==> src/rtl/kc705_ethernet_rgmii_axi_tx_encoder.sv <==
// Ethernet TX framer: prepends DA/SA/(802.1Q)/EtherType to an 8-bit AXI-Stream payload,
// pads short frames with zeros and truncates oversize payloads (MAC appends FCS).
module kc705_ethernet_rgmii_axi_tx_encoder #(
  parameter logic [47:0] DEST_ADDR     = 48'h985aebdb066f,
  parameter logic [47:0] SRC_ADDR      = 48'h5a0102030405,
  parameter logic [15:0] ETHERTYPE     = 16'h0800,
  parameter logic [15:0] MAX_SIZE      = 16'd1500,
  parameter logic [15:0] MIN_SIZE      = 16'd60,
  parameter logic        ENABLE_VLAN   = 1'b0,
  parameter logic [11:0] VLAN_ID       = 12'd2,
  parameter logic [2:0]  VLAN_PRIORITY = 3'd2
) (
  input  logic       axi_tclk,
  input  logic       axi_treset,
  input  logic       enable_tx_encode,
  input  logic [7:0] s_tdata,
  input  logic       s_tvalid,
  input  logic       s_tlast,
  output logic       s_tready,
  output logic [7:0] tx_axis_tdata,
  output logic       tx_axis_tvalid,
  output logic       tx_axis_tlast,
  input  logic       tx_axis_tready,
  output logic       frame_done,
  output logic       frame_truncated
);

  localparam logic [4:0] HDR_LEN = ENABLE_VLAN ? 5'd18 : 5'd14;
  // Header packed MSB-first; the non-VLAN layout leaves 4 unused bytes at the bottom.
  localparam logic [143:0] HDR_BITS = ENABLE_VLAN ?
    {DEST_ADDR, SRC_ADDR, 16'h8100, VLAN_PRIORITY, 1'b0, VLAN_ID, ETHERTYPE} :
    {DEST_ADDR, SRC_ADDR, ETHERTYPE, 32'h0};

  typedef enum logic [2:0] {IDLE, HEADER, PAYLOAD, PAD, DROP} state_t;

  state_t      state_q, state_d;
  logic [15:0] byte_cnt_q, byte_cnt_d;
  logic [15:0] pay_cnt_q, pay_cnt_d;
  logic [7:0]  tdata_q, tdata_d;
  logic        tvalid_q, tvalid_d;
  logic        tlast_q, tlast_d;

  function automatic logic [7:0] hdr_byte(input logic [4:0] idx);
    if (idx >= 5'd18) begin
      hdr_byte = 8'h00;
    end else begin
      hdr_byte = HDR_BITS[8'd143 - {idx, 3'b000} -: 8];
    end
  endfunction

  logic        in_pay;
  logic [15:0] byte_inc;
  logic [15:0] pay_inc;
  logic        pay_at_max;
  logic        short_frame;
  logic        tx_xfer;
  logic        pay_xfer;

  assign in_pay      = (state_q == PAYLOAD);
  assign byte_inc    = byte_cnt_q + 16'd1;
  assign pay_inc     = pay_cnt_q + 16'd1;
  assign pay_at_max  = (pay_inc == MAX_SIZE);
  assign short_frame = (byte_inc < MIN_SIZE);

  // Payload bytes bypass the registers so the pass-through adds no latency.
  assign s_tready       = in_pay ? tx_axis_tready : (state_q == DROP);
  assign tx_axis_tdata  = in_pay ? s_tdata : tdata_q;
  assign tx_axis_tvalid = in_pay ? s_tvalid : tvalid_q;
  assign tx_axis_tlast  = in_pay ? (pay_at_max | (s_tlast & ~short_frame)) : tlast_q;

  assign tx_xfer  = tx_axis_tvalid & tx_axis_tready;
  assign pay_xfer = in_pay & tx_xfer;

  assign frame_truncated = pay_xfer & pay_at_max & ~s_tlast;
  assign frame_done = (pay_xfer & s_tlast & ~short_frame)
                    | ((state_q == PAD) & tx_xfer & tlast_q)
                    | ((state_q == DROP) & s_tvalid & s_tlast);

  always_comb begin
    state_d    = state_q;
    byte_cnt_d = byte_cnt_q;
    pay_cnt_d  = pay_cnt_q;
    tdata_d    = tdata_q;
    tvalid_d   = tvalid_q;
    tlast_d    = tlast_q;
    case (state_q)
      IDLE: begin
        if (enable_tx_encode && s_tvalid) begin
          state_d    = HEADER;
          byte_cnt_d = 16'd0;
          pay_cnt_d  = 16'd0;
          tdata_d    = hdr_byte(5'd0);
          tvalid_d   = 1'b1;
          tlast_d    = 1'b0;
        end
      end
      HEADER: begin
        if (tx_xfer) begin
          byte_cnt_d = byte_inc;
          if (byte_cnt_q[4:0] == HDR_LEN - 5'd1) begin
            state_d  = PAYLOAD;
            tvalid_d = 1'b0;
            tdata_d  = 8'h00;
          end else begin
            tdata_d = hdr_byte(byte_cnt_q[4:0] + 5'd1);
          end
        end
      end
      PAYLOAD: begin
        if (tx_xfer) begin
          byte_cnt_d = byte_inc;
          pay_cnt_d  = pay_inc;
          if (pay_at_max && !s_tlast) begin
            state_d = DROP;
          end else if (s_tlast) begin
            if (!short_frame) begin
              state_d = IDLE;
            end else begin
              state_d  = PAD;
              tdata_d  = 8'h00;
              tvalid_d = 1'b1;
              tlast_d  = (byte_cnt_q + 16'd2 == MIN_SIZE);
            end
          end
        end
      end
      PAD: begin
        if (tx_xfer) begin
          byte_cnt_d = byte_inc;
          if (tlast_q) begin
            state_d  = IDLE;
            tvalid_d = 1'b0;
            tlast_d  = 1'b0;
          end else begin
            tlast_d = (byte_cnt_q + 16'd2 == MIN_SIZE);
          end
        end
      end
      DROP: begin
        if (s_tvalid && s_tlast) begin
          state_d = IDLE;
        end
      end
      default: state_d = IDLE;
    endcase
  end

  always_ff @(posedge axi_tclk or posedge axi_treset) begin
    if (axi_treset) begin
      state_q    <= IDLE;
      byte_cnt_q <= 16'd0;
      pay_cnt_q  <= 16'd0;
      tdata_q    <= 8'h00;
      tvalid_q   <= 1'b0;
      tlast_q    <= 1'b0;
    end else begin
      state_q    <= state_d;
      byte_cnt_q <= byte_cnt_d;
      pay_cnt_q  <= pay_cnt_d;
      tdata_q    <= tdata_d;
      tvalid_q   <= tvalid_d;
      tlast_q    <= tlast_d;
    end
  end

endmodule

==> config.mk <==
export PLATFORM = sky130hd
export DESIGN_NAME = kc705_ethernet_rgmii_axi_tx_encoder
export DESIGN_NICKNAME = d
export VERILOG_FILES = /design/src/rtl/kc705_ethernet_rgmii_axi_tx_encoder.sv
export SDC_FILE = /design/constraint.sdc
export NUM_CORES = 1
export LEC_CHECK = 0
export ABC_AREA = 1
export CORE_UTILIZATION = 50
export DETAILED_ROUTE_END_ITERATION = 10
export PLACE_DENSITY = 0.74
export SYNTH_ARGS = -nofsm -noshare
export SYNTH_HDL_FRONTEND = slang
export SYNTH_SLANG_ARGS = --single-unit
==> constraint.sdc <==
create_clock -name axi_tclk -period 6.1 [get_ports axi_tclk]
set_input_delay 0.61 -clock axi_tclk [delete_from_list [all_inputs] [get_ports axi_tclk]]
set_output_delay 0.61 -clock axi_tclk [all_outputs]
set_load 0.05 [all_outputs]
# After elaboration in Yosys (flattened, before gate mapping)
# Cells that the tools add are included.
dict set report op_classes {
  addsub 5
  order_cmp 2
  n_eq_ne 19
  shifts 1
  muxes 47
  bitwise 16
  n_reduce_logical 17
}
# op count
set op_table {}
lappend op_table {{$shiftx A151 B9 Y8 const A} 1}
lappend op_table {{$mux W8} 9}
lappend op_table {{$pmux W16 S2} 2}
lappend op_table {{$mux W16} 3}
lappend op_table {{$add A16 B1 Y16 const B} 2}
lappend op_table {{$mux W3} 9}
lappend op_table {{$pmux W8 S3} 1}
lappend op_table {{$mux W1} 19}
lappend op_table {{$add A16 B2 Y16 const B} 1}
lappend op_table {{$eq A16 B11 Y1 const B} 1}
lappend op_table {{$eq A16 B6 Y1 const B} 1}
lappend op_table {{$lt A16 B6 Y1 const B} 1}
lappend op_table {{$pmux W3 S5} 1}
lappend op_table {{$ne A2 B2 Y1 const B} 7}
lappend op_table {{$reduce_and A7 Y1} 2}
lappend op_table {{$and A1 B1 Y1} 11}
lappend op_table {{$reduce_and A10 Y1} 1}
lappend op_table {{$ne A2 B1 Y1 const B} 4}
lappend op_table {{$reduce_and A8 Y1} 1}
lappend op_table {{$sub A8 B8 Y8 const A} 1}
lappend op_table {{$eq A3 B2 Y1 const B} 2}
lappend op_table {{$reduce_and A3 Y1} 2}
lappend op_table {{$reduce_bool A3 Y1} 2}
lappend op_table {{$add A5 B1 Y5 const B} 1}
lappend op_table {{other kinds (16)} 22}
dict set report word_totals {
  reg_bits 45
  output_inout_bits 13
}

# Logic depth before layout (Yosys ltp)
# Gate-level depths: netlist of the first run.
dict set report depth {
  ltp_word 8
  mapped_depth 17
  depth_no_buf 16
}

# Least setup slack after synthesis of the first run
# No wires, ideal clock.
dict set report synth_path {
  kind {input -> output}
  from {input s_tvalid}
  to {output frame_done}
  t_arrival_ps 2549
  required_ps 5490
  setup_slack_ps 2941
  cell_stages 2
  n_path_buf 0
  path_cell_list {inv_1 > o311ai_0}
}
dict set report synth_between {
  elab_chain_cells 7
  elab_cells_between_ends 11
  cone_classes {mux (1); bitwise (10)}
}
# element line_no
set synth_lines {}
lappend synth_lines {{start, declared} 17} ;# input logic s_tvalid,
lappend synth_lines {{$mux W1} 68} ;# assign tx_axis_tvalid = in_pay ? s_tvalid : tvalid_q;
lappend synth_lines {{$and A1 B1 Y1} 71} ;# assign tx_xfer = tx_axis_tvalid & tx_axis_tready;
lappend synth_lines {{$and A1 B1 Y1} 72} ;# assign pay_xfer = in_pay & tx_xfer;
lappend synth_lines {{$and A1 B1 Y1 (2 in a row)} 75} ;# assign frame_done = (pay_xfer & s_tlast & ~short_frame)
lappend synth_lines {{$or A1 B1 Y1} 76} ;# | ((state_q == PAD) & tx_xfer & tlast_q)
lappend synth_lines {{$or A1 B1 Y1 (*)} 77} ;# | ((state_q == DROP) & s_tvalid & s_tlast);
lappend synth_lines {{end, declared} 24} ;# output logic frame_done,
# Every way passes the cells marked *; elsewhere a longest branch is shown, timed or not.

# Final worst setup path of the first run
dict set report layout_path {
  from {register byte_cnt_q[0]}
  to {output frame_done}
}
dict set report layout_between {
  elab_chain_cells 6
}
# element line_no
set layout_lines {}
lappend layout_lines {{start, declared} 37} ;# logic [15:0] byte_cnt_q, byte_cnt_d;
lappend layout_lines {{start signal, assigned} 158} ;# byte_cnt_q <= byte_cnt_d;
lappend layout_lines {{$add A16 B1 Y16} 60} ;# assign byte_inc = byte_cnt_q + 16'd1;
lappend layout_lines {{$lt A16 B6 Y1} 63} ;# assign short_frame = (byte_inc < MIN_SIZE);
lappend layout_lines {{$not A1 Y1} 75}
lappend layout_lines {{$and A1 B1 Y1} 75}
lappend layout_lines {{$or A1 B1 Y1} 76}
lappend layout_lines {{$or A1 B1 Y1} 77}
# Every way passes these cells.

==> run metrics, run 1 <==
Reg clk slew, reported paths 0.09 ns; remaining antenna violation count 0; status completed; Storage cell area 1126 um2; detail-routed via count per cell 5.343; cell count after synthesis 553; DPL Wire Length 6.487 mm; Final Core Density 58.99%; dominant combinational cell family by area after synthesis simple AND/OR/NAND/NOR gates; Placed Instances 663; endpoint of the worst-slack reg-to-reg timing path byte_cnt_q[1]; post-layout minimum cycle time 3.755 ns; critical setup path kind reg -> out; multiplexer area fraction after synthesis 0.2728%; critical path's most frequent cell sky130_fd_sc_hd__nand2_1; transition at the pin with the smallest max-transition slack 0.9674 ns; setup repair after global routing missed its margin false; leakage power total 0.001859 uW; placement-stage worst setup slack 2.683 ns; most frequent cell after synthesis sky130_fd_sc_hd__nand2_1; H-Tree Level Count 2; portion of the clock cycle consumed by the worst path in the final layout 61.56%; largest area contributor in the netlist sky130_fd_sc_hd__dfrtp_1; final setup vio count 0; flop-to-flop setup slack 3.35 ns; Synth top area share 30.69%; leading cell types by count after synthesis 184 x sky130_fd_sc_hd__nand2_1, 69 x sky130_fd_sc_hd__inv_1, 47 x sky130_fd_sc_hd__nor2_1, 45 x sky130_fd_sc_hd__dfrtp_1, 44 x sky130_fd_sc_hd__nand3_1; total wire length 8.539 mm; post-route clock skew 0.009433 ns; power per unit of standard cell area 373.9 nW/um2; number of rows created at floorplan 30; mean post-synth cell area 6.636 um2; post-synthesis share of cell area spent on xor and xnor gates 2.830%; CP max stage cell sky130_fd_sc_hd__clkdlybuf4s50_1; share of the yosys chip area belonging to registers 30.69%; largest cells by area after synthesis sky130_fd_sc_hd__dfrtp_1 31%, sky130_fd_sc_hd__nand2_1 19%, sky130_fd_sc_hd__inv_1 7.1%; CTS-repair resized insts 0; total number of vias 3585; kind of start point of the critical path flip-flop; compound-gate portion of the synthesized area 13.06%; number of max-slew violations in the final report 0; cell family with most CP delay simple AND/OR/NAND/NOR gates; width of the chip 87.67 um; arithmetic-cell share of the synthesized area counting full adders, half adders and majority gates 4.432%; most frequently used flop master after synthesis sky130_fd_sc_hd__dfrtp_1; global-route wire length before repair 14.34 mm; synth unique cells 42; Antenna Diode Count 0; total of max-cap violations 0; Post-CTS Setup Repair Bufs 0; # port buffers 26; Residual DRC 0; cts bufs inserted 5; # clock sinks 45; Initial DRC Count 187; number of buffers inserted for hold repair after clock tree synthesis 0; count of filler cells inserted in the layout 641; fmax 266.3 MHz; slew margin rel. 35.50%; depth of the worst register-to-register path 8; Post-synth EDFFs 0; warning count from the yosys run 0; destination of the worst hold path tdata_q[4]; io pins 27; maximum count of clock buffers along a single path 2; final total negative setup slack 0 ns; simple-gate portion of the synthesized area 38.87%; area overhead of the layout relative to synthesis 11.63%; required time at the worst-slack endpoint 5.49 ns; Hold/Removal Path Class reg -> reg; vias in the first global route 3186; Die Height 87.67 um; netlist area before placement 3670 um2; number of antenna violations at the first check in global routing 0; ys async rst share 100.0%; starting density of the core 52.85%; CTS tree built; non-filler cells, final 671; Worst-Skew Late Latency 0.30 ns; wire length per cell after detailed routing 12.73 um; fraction of layout instances using a drive strength above 1 9.391%; Setup WS post-layout 2.345 ns; hold violation total from the final report 0; Mapped Nets 580; maximum number of pins on one net before global-route repair 46; Die Outline Area 7686 um2; CP Buf/Inv Count 2; Congestion Overflow GR 0; CP arrival 3.15 ns; final weighted congestion of routability-driven global placement 0.9240; crit end category output pin; register bit count reported by yosys 45; hold path start tdata_q[4]; global-route total usage across every layer 23.60%; Reg-to-Reg Start state_q[2]; worst vdd ir 160.2 uV; DRT Pass-1 Iters 4; worst-path fanout max 10; hold-critical path depth 2; core footprint 6944 um2; multi-input combinational cell area 2182 um2; critical path, cell by cell ha_1 -> inv_2 -> nor2_4 -> nand2_1 -> nand2_1 -> nand2_1 -> nor2_1 -> nand3_1 -> nor2_2 -> nand2_1 -> nand3_1 -> o311ai_0 -> clkdlybuf4s50_1; root buffer cell sky130_fd_sc_hd__clkbuf_8; final net count 601; delay of the slowest cell on the worst path 0.73 ns
layout make-up:
cell class / instances / area share [%]
flip-flops and latches: 45 / 27.49
inverters: 78 / 7.147
well taps: 96 / 2.932
repair buffers: 26 / 6.353
clock buffers: 5 / 1.680
clock inverters: 3 / 1.130
multi-input cells: 418 / 53.27
placed cells by master, fill, tap and decap left out, types with 6 or more instances in the layout:
master                            netlist  final
sky130_fd_sc_hd__o21ai_0               17     17
sky130_fd_sc_hd__nand4_1               14     14
sky130_fd_sc_hd__ha_1                  13     13
sky130_fd_sc_hd__a21oi_1                6      6
sky130_fd_sc_hd__inv_2                  8      9
sky130_fd_sc_hd__dfrtp_1               45     45
sky130_fd_sc_hd__nand2_2                8      8
sky130_fd_sc_hd__o22ai_1               28     28
sky130_fd_sc_hd__inv_1                 69     68
sky130_fd_sc_hd__xor2_1                10     10
sky130_fd_sc_hd__nor2_1                47     47
sky130_fd_sc_hd__nand3_1               44     44
sky130_fd_sc_hd__nand2_1              184    184
sky130_fd_sc_hd__clkdlybuf4s50_1        0     26
sky130_fd_sc_hd__o21ai_2                8      8
layer usage:
| metal | vias to the layer above | GRT usage (%) | wire, um |
|---|---|---|---|
| met4 | 0 | 6.408 | 72 |
| met3 | 7 | 3.205 | 391 |
| li1 | 1834 | - | - |
| met1 | 1648 | 32.76 | 4222 |
| met2 | 96 | 38.71 | 3852 |
| met5 | - | 0 | 0 |
sequential cells by signal, summed over array words and instances (netlist names):
| name | count |
|---|---|
| byte_cnt_q | 16 |
| tdata_q | 8 |
| pay_cnt_q | 16 |
| tlast_q | 1 |
| tvalid_q | 1 |
| state_q | 3 |
worst max path at each step:
stage | startpoint | to | slack, ns | cells after the start
6_report | byte_cnt_q[0] | frame_done | 2.34 | 13
5_1_grt | byte_cnt_q[0] | frame_done | 2.04 | 13
4_1_cts | byte_cnt_q[0] | frame_done | 2.34 | 14
3_5_place_dp | byte_cnt_q[0] | frame_done | 2.68 | 14
3_3_place_gp | byte_cnt_q[0] | frame_done | 2.73 | 13
2_1_floorplan | s_tvalid | frame_done | 2.94 | 2
logic make-up after synthesis:
kind of cell,count (synthesis)
flops,45
mux,1
fa+ha+maj,13
simple gates,318
xor+xnor,11
buf+inv,90
compound gates,75
worst register-to-register path, stage by stage (launching register included):
cell,delay (ns)
sky130_fd_sc_hd__dfrtp_1,0.45
sky130_fd_sc_hd__nor2_2,0.21
sky130_fd_sc_hd__nand2_2,0.23
sky130_fd_sc_hd__o21ai_2,0.21
sky130_fd_sc_hd__nand2_1,0.12
sky130_fd_sc_hd__inv_1,0.10
sky130_fd_sc_hd__o21ai_2,0.27
sky130_fd_sc_hd__a21oi_2,0.81
sky130_fd_sc_hd__o22ai_1,0.18
power breakdown:
group          total, uW  leakage, uW  switching [uW]  internal [uW]
clock network        231    0.0000543             108            123
registers            393     0.000614            49.9            343
logic                908      0.00119             635            273
per-stage QoR:
step	area (um2)	total power [uW]	hold WS [ns]
after floorplan	3670	1104	0.4422
after global placement	3981	1288	0.4553
after detailed placement	3981	1298	0.4694
after CTS	4096	1532	0.4916
after global routing	4096	1653	0.5192
final	4096	1532	0.4864
No activity file was read; power rests on OpenSTA's default activity.
==> run 2: changes to the inputs <==
Settings changed: PLACE_DENSITY 0.74 to 0.76.
Clock period 6.1 ns to 3.1 ns, I/O delays scaled along.
==> run metrics, run 2 (synthesis results as in run 1) <==
Worst-Skew Late Latency 0.31 ns; commonest non-fill, non-tap cells in the layout 183 x sky130_fd_sc_hd__nand2_1, 68 x sky130_fd_sc_hd__inv_1, 47 x sky130_fd_sc_hd__nor2_1; width of the chip 87.67 um; Residual DRC 0; global-route wire length before repair 14.76 mm; # port buffers 26; total of max-cap violations 0; maximum number of pins on one net before global-route repair 46; biggest registers after layout byte_cnt_q: 16 flops, pay_cnt_q: 16 flops, tdata_q: 8 flops; number of rows created at floorplan 30; io pins 27; global-route total usage across every layer 24.52%; worst-path fanout max 16; Hold/Removal Path Class reg -> reg; number of max-slew violations in the final report 0; delay of the slowest cell on the worst path 0.79 ns; kind of start point of the critical path flip-flop; placed instance area 4021 um2; portion of the clock cycle consumed by the worst path in the final layout 92.55%; final setup vio count 0; total wire length 8.780 mm; CP Buf/Inv Count 2; fraction of layout instances using a drive strength above 1 11.42%; critical path startpoint state_q[2]; wire length per cell after detailed routing 13.03 um; hold violation total from the final report 0; root buffer cell sky130_fd_sc_hd__clkbuf_8; CTS tree built; cts bufs inserted 5; slew margin rel. 37.48%; Finished Cell Area 4126 um2; critical path, cell by cell nor2_2 -> nand2_2 -> inv_2 -> nand2_2 -> nand2_1 -> clkdlybuf4s50_1; starting density of the core 52.85%; DRT Pass-1 Iters 6; leakage power total 0.001868 uW; worst hold slack 0.4909 ns; depth of the worst register-to-register path 10; timing endpoint of the critical path s_tready; status completed; Congestion Overflow GR 0; area overhead of the layout relative to synthesis 12.44%; power per unit of standard cell area 737.7 nW/um2; maximum count of clock buffers along a single path 2; setup repair after global routing missed its margin false; Initial DRC Count 200; post-route clock skew 0.009023 ns; number of buffers inserted for hold repair after clock tree synthesis 0; total number of vias 3644; WP depth 6; cell family with most CP delay buffers and inverters; vias in the first global route 3249; detail-routed via count per cell 5.407; Reg-to-Reg Start byte_cnt_q[0]; # clock sinks 45; flop-to-flop setup slack 0.60 ns; most common cell after layout, fill and taps aside sky130_fd_sc_hd__nand2_1; endpoint of the worst-slack reg-to-reg timing path tdata_q[1]; Antenna Diode Count 0; final net count 604; required time at the worst-slack endpoint 2.79 ns; final weighted congestion of routability-driven global placement 0.9275; post-layout minimum cycle time 2.869 ns; remaining antenna violation count 0; Die Outline Area 7686 um2; number of antenna violations at the first check in global routing 0; transition at the pin with the smallest max-transition slack 0.9365 ns; core footprint 6944 um2; Die Height 87.67 um; critical setup path kind reg -> out; H-Tree Level Count 2; final total negative setup slack 0 ns; crit end category output pin; worst vdd ir 377.0 uV; fmax 348.6 MHz; DPL Wire Length 6.534 mm; Reg clk slew, reported paths 0.10 ns; CP arrival 2.56 ns; Final Core Density 59.42%; critical path's most frequent cell sky130_fd_sc_hd__nand2_2; CP max stage cell sky130_fd_sc_hd__clkdlybuf4s50_1
-- run 2: changes by cell type in the layout (fill, tap and decap cells not counted), sizes merged --
| cell | previous run | this run |
|---|---|---|
| buf | 0 | 6 |
| clkdlybuf4s50 | 26 | 23 |
| inv | 77 | 78 |
| bufinv | 1 | 0 |
-- run 2: area by class of cell --
| cell class | instances | area, um2 |
|---|---|---|
| fillers | 674 | 2818 |
| multi-input cells | 418 | 2190 |
| flip-flops and latches | 45 | 1130 |
| repair buffers | 29 | 300.3 |
| inverters | 78 | 292.8 |
| well taps | 96 | 120.1 |
| clock buffers | 5 | 68.82 |
| clock inverters | 3 | 25.02 |
-- run 2: repair_timing --
action                                  CTS  global route
endpoints found under the setup margin    0             2
resized for setup                         0             6
setup buffers                             0             0
-- run 2: report_power, final --
| group | total, uW | switching (uW) | internal (uW) |
|---|---|---|---|
| sequential | 777 | 98.9 | 679 |
| combinational | 1860 | 1280 | 583 |
| clock | 402 | 238 | 163 |
| total | 3040 | 1620 | 1420 |
-- run 2: per-layer routing --
| layer | track usage [%] | part of all wire (%) |
|---|---|---|
| met1 | 33.06 | 48 |
| met3 | 4.713 | 5.7 |
| met4 | 6.408 | 1.5 |
| met2 | 40.41 | 45 |
| met5 | 0 | 0 |
-- run 2: worst min-delay path: stages (launching register included) --
cell	delay, ns
sky130_fd_sc_hd__dfrtp_1	0.36
sky130_fd_sc_hd__nand2_1	0.06
sky130_fd_sc_hd__nand2_1	0.05
-- run 2: worst min path at each step --
stage                       to  startpoint  depth (start not counted)  slack, ns
global placement    tdata_q[7]  tdata_q[7]                          2       0.46
floorplan           tdata_q[7]  tdata_q[7]                          2       0.44
CTS                 tdata_q[7]  tdata_q[7]                          2       0.49
global route        tdata_q[6]  tdata_q[6]                          2       0.52
finish              tdata_q[7]  tdata_q[7]                          2       0.49
detailed placement  tdata_q[7]  tdata_q[7]                          2       0.47
-- run 2: per-stage QoR --
stage          total power [uW]  std cells  worst slack [ns]
6_report                   3044        674            0.2310
3_3_place_gp               2591        666            0.5306
4_1_cts                    3029        674            0.1053
3_5_place_dp               2624        666            0.4535
5_1_grt                    3267        674           0.01456
2_1_floorplan              2172        553            0.3491
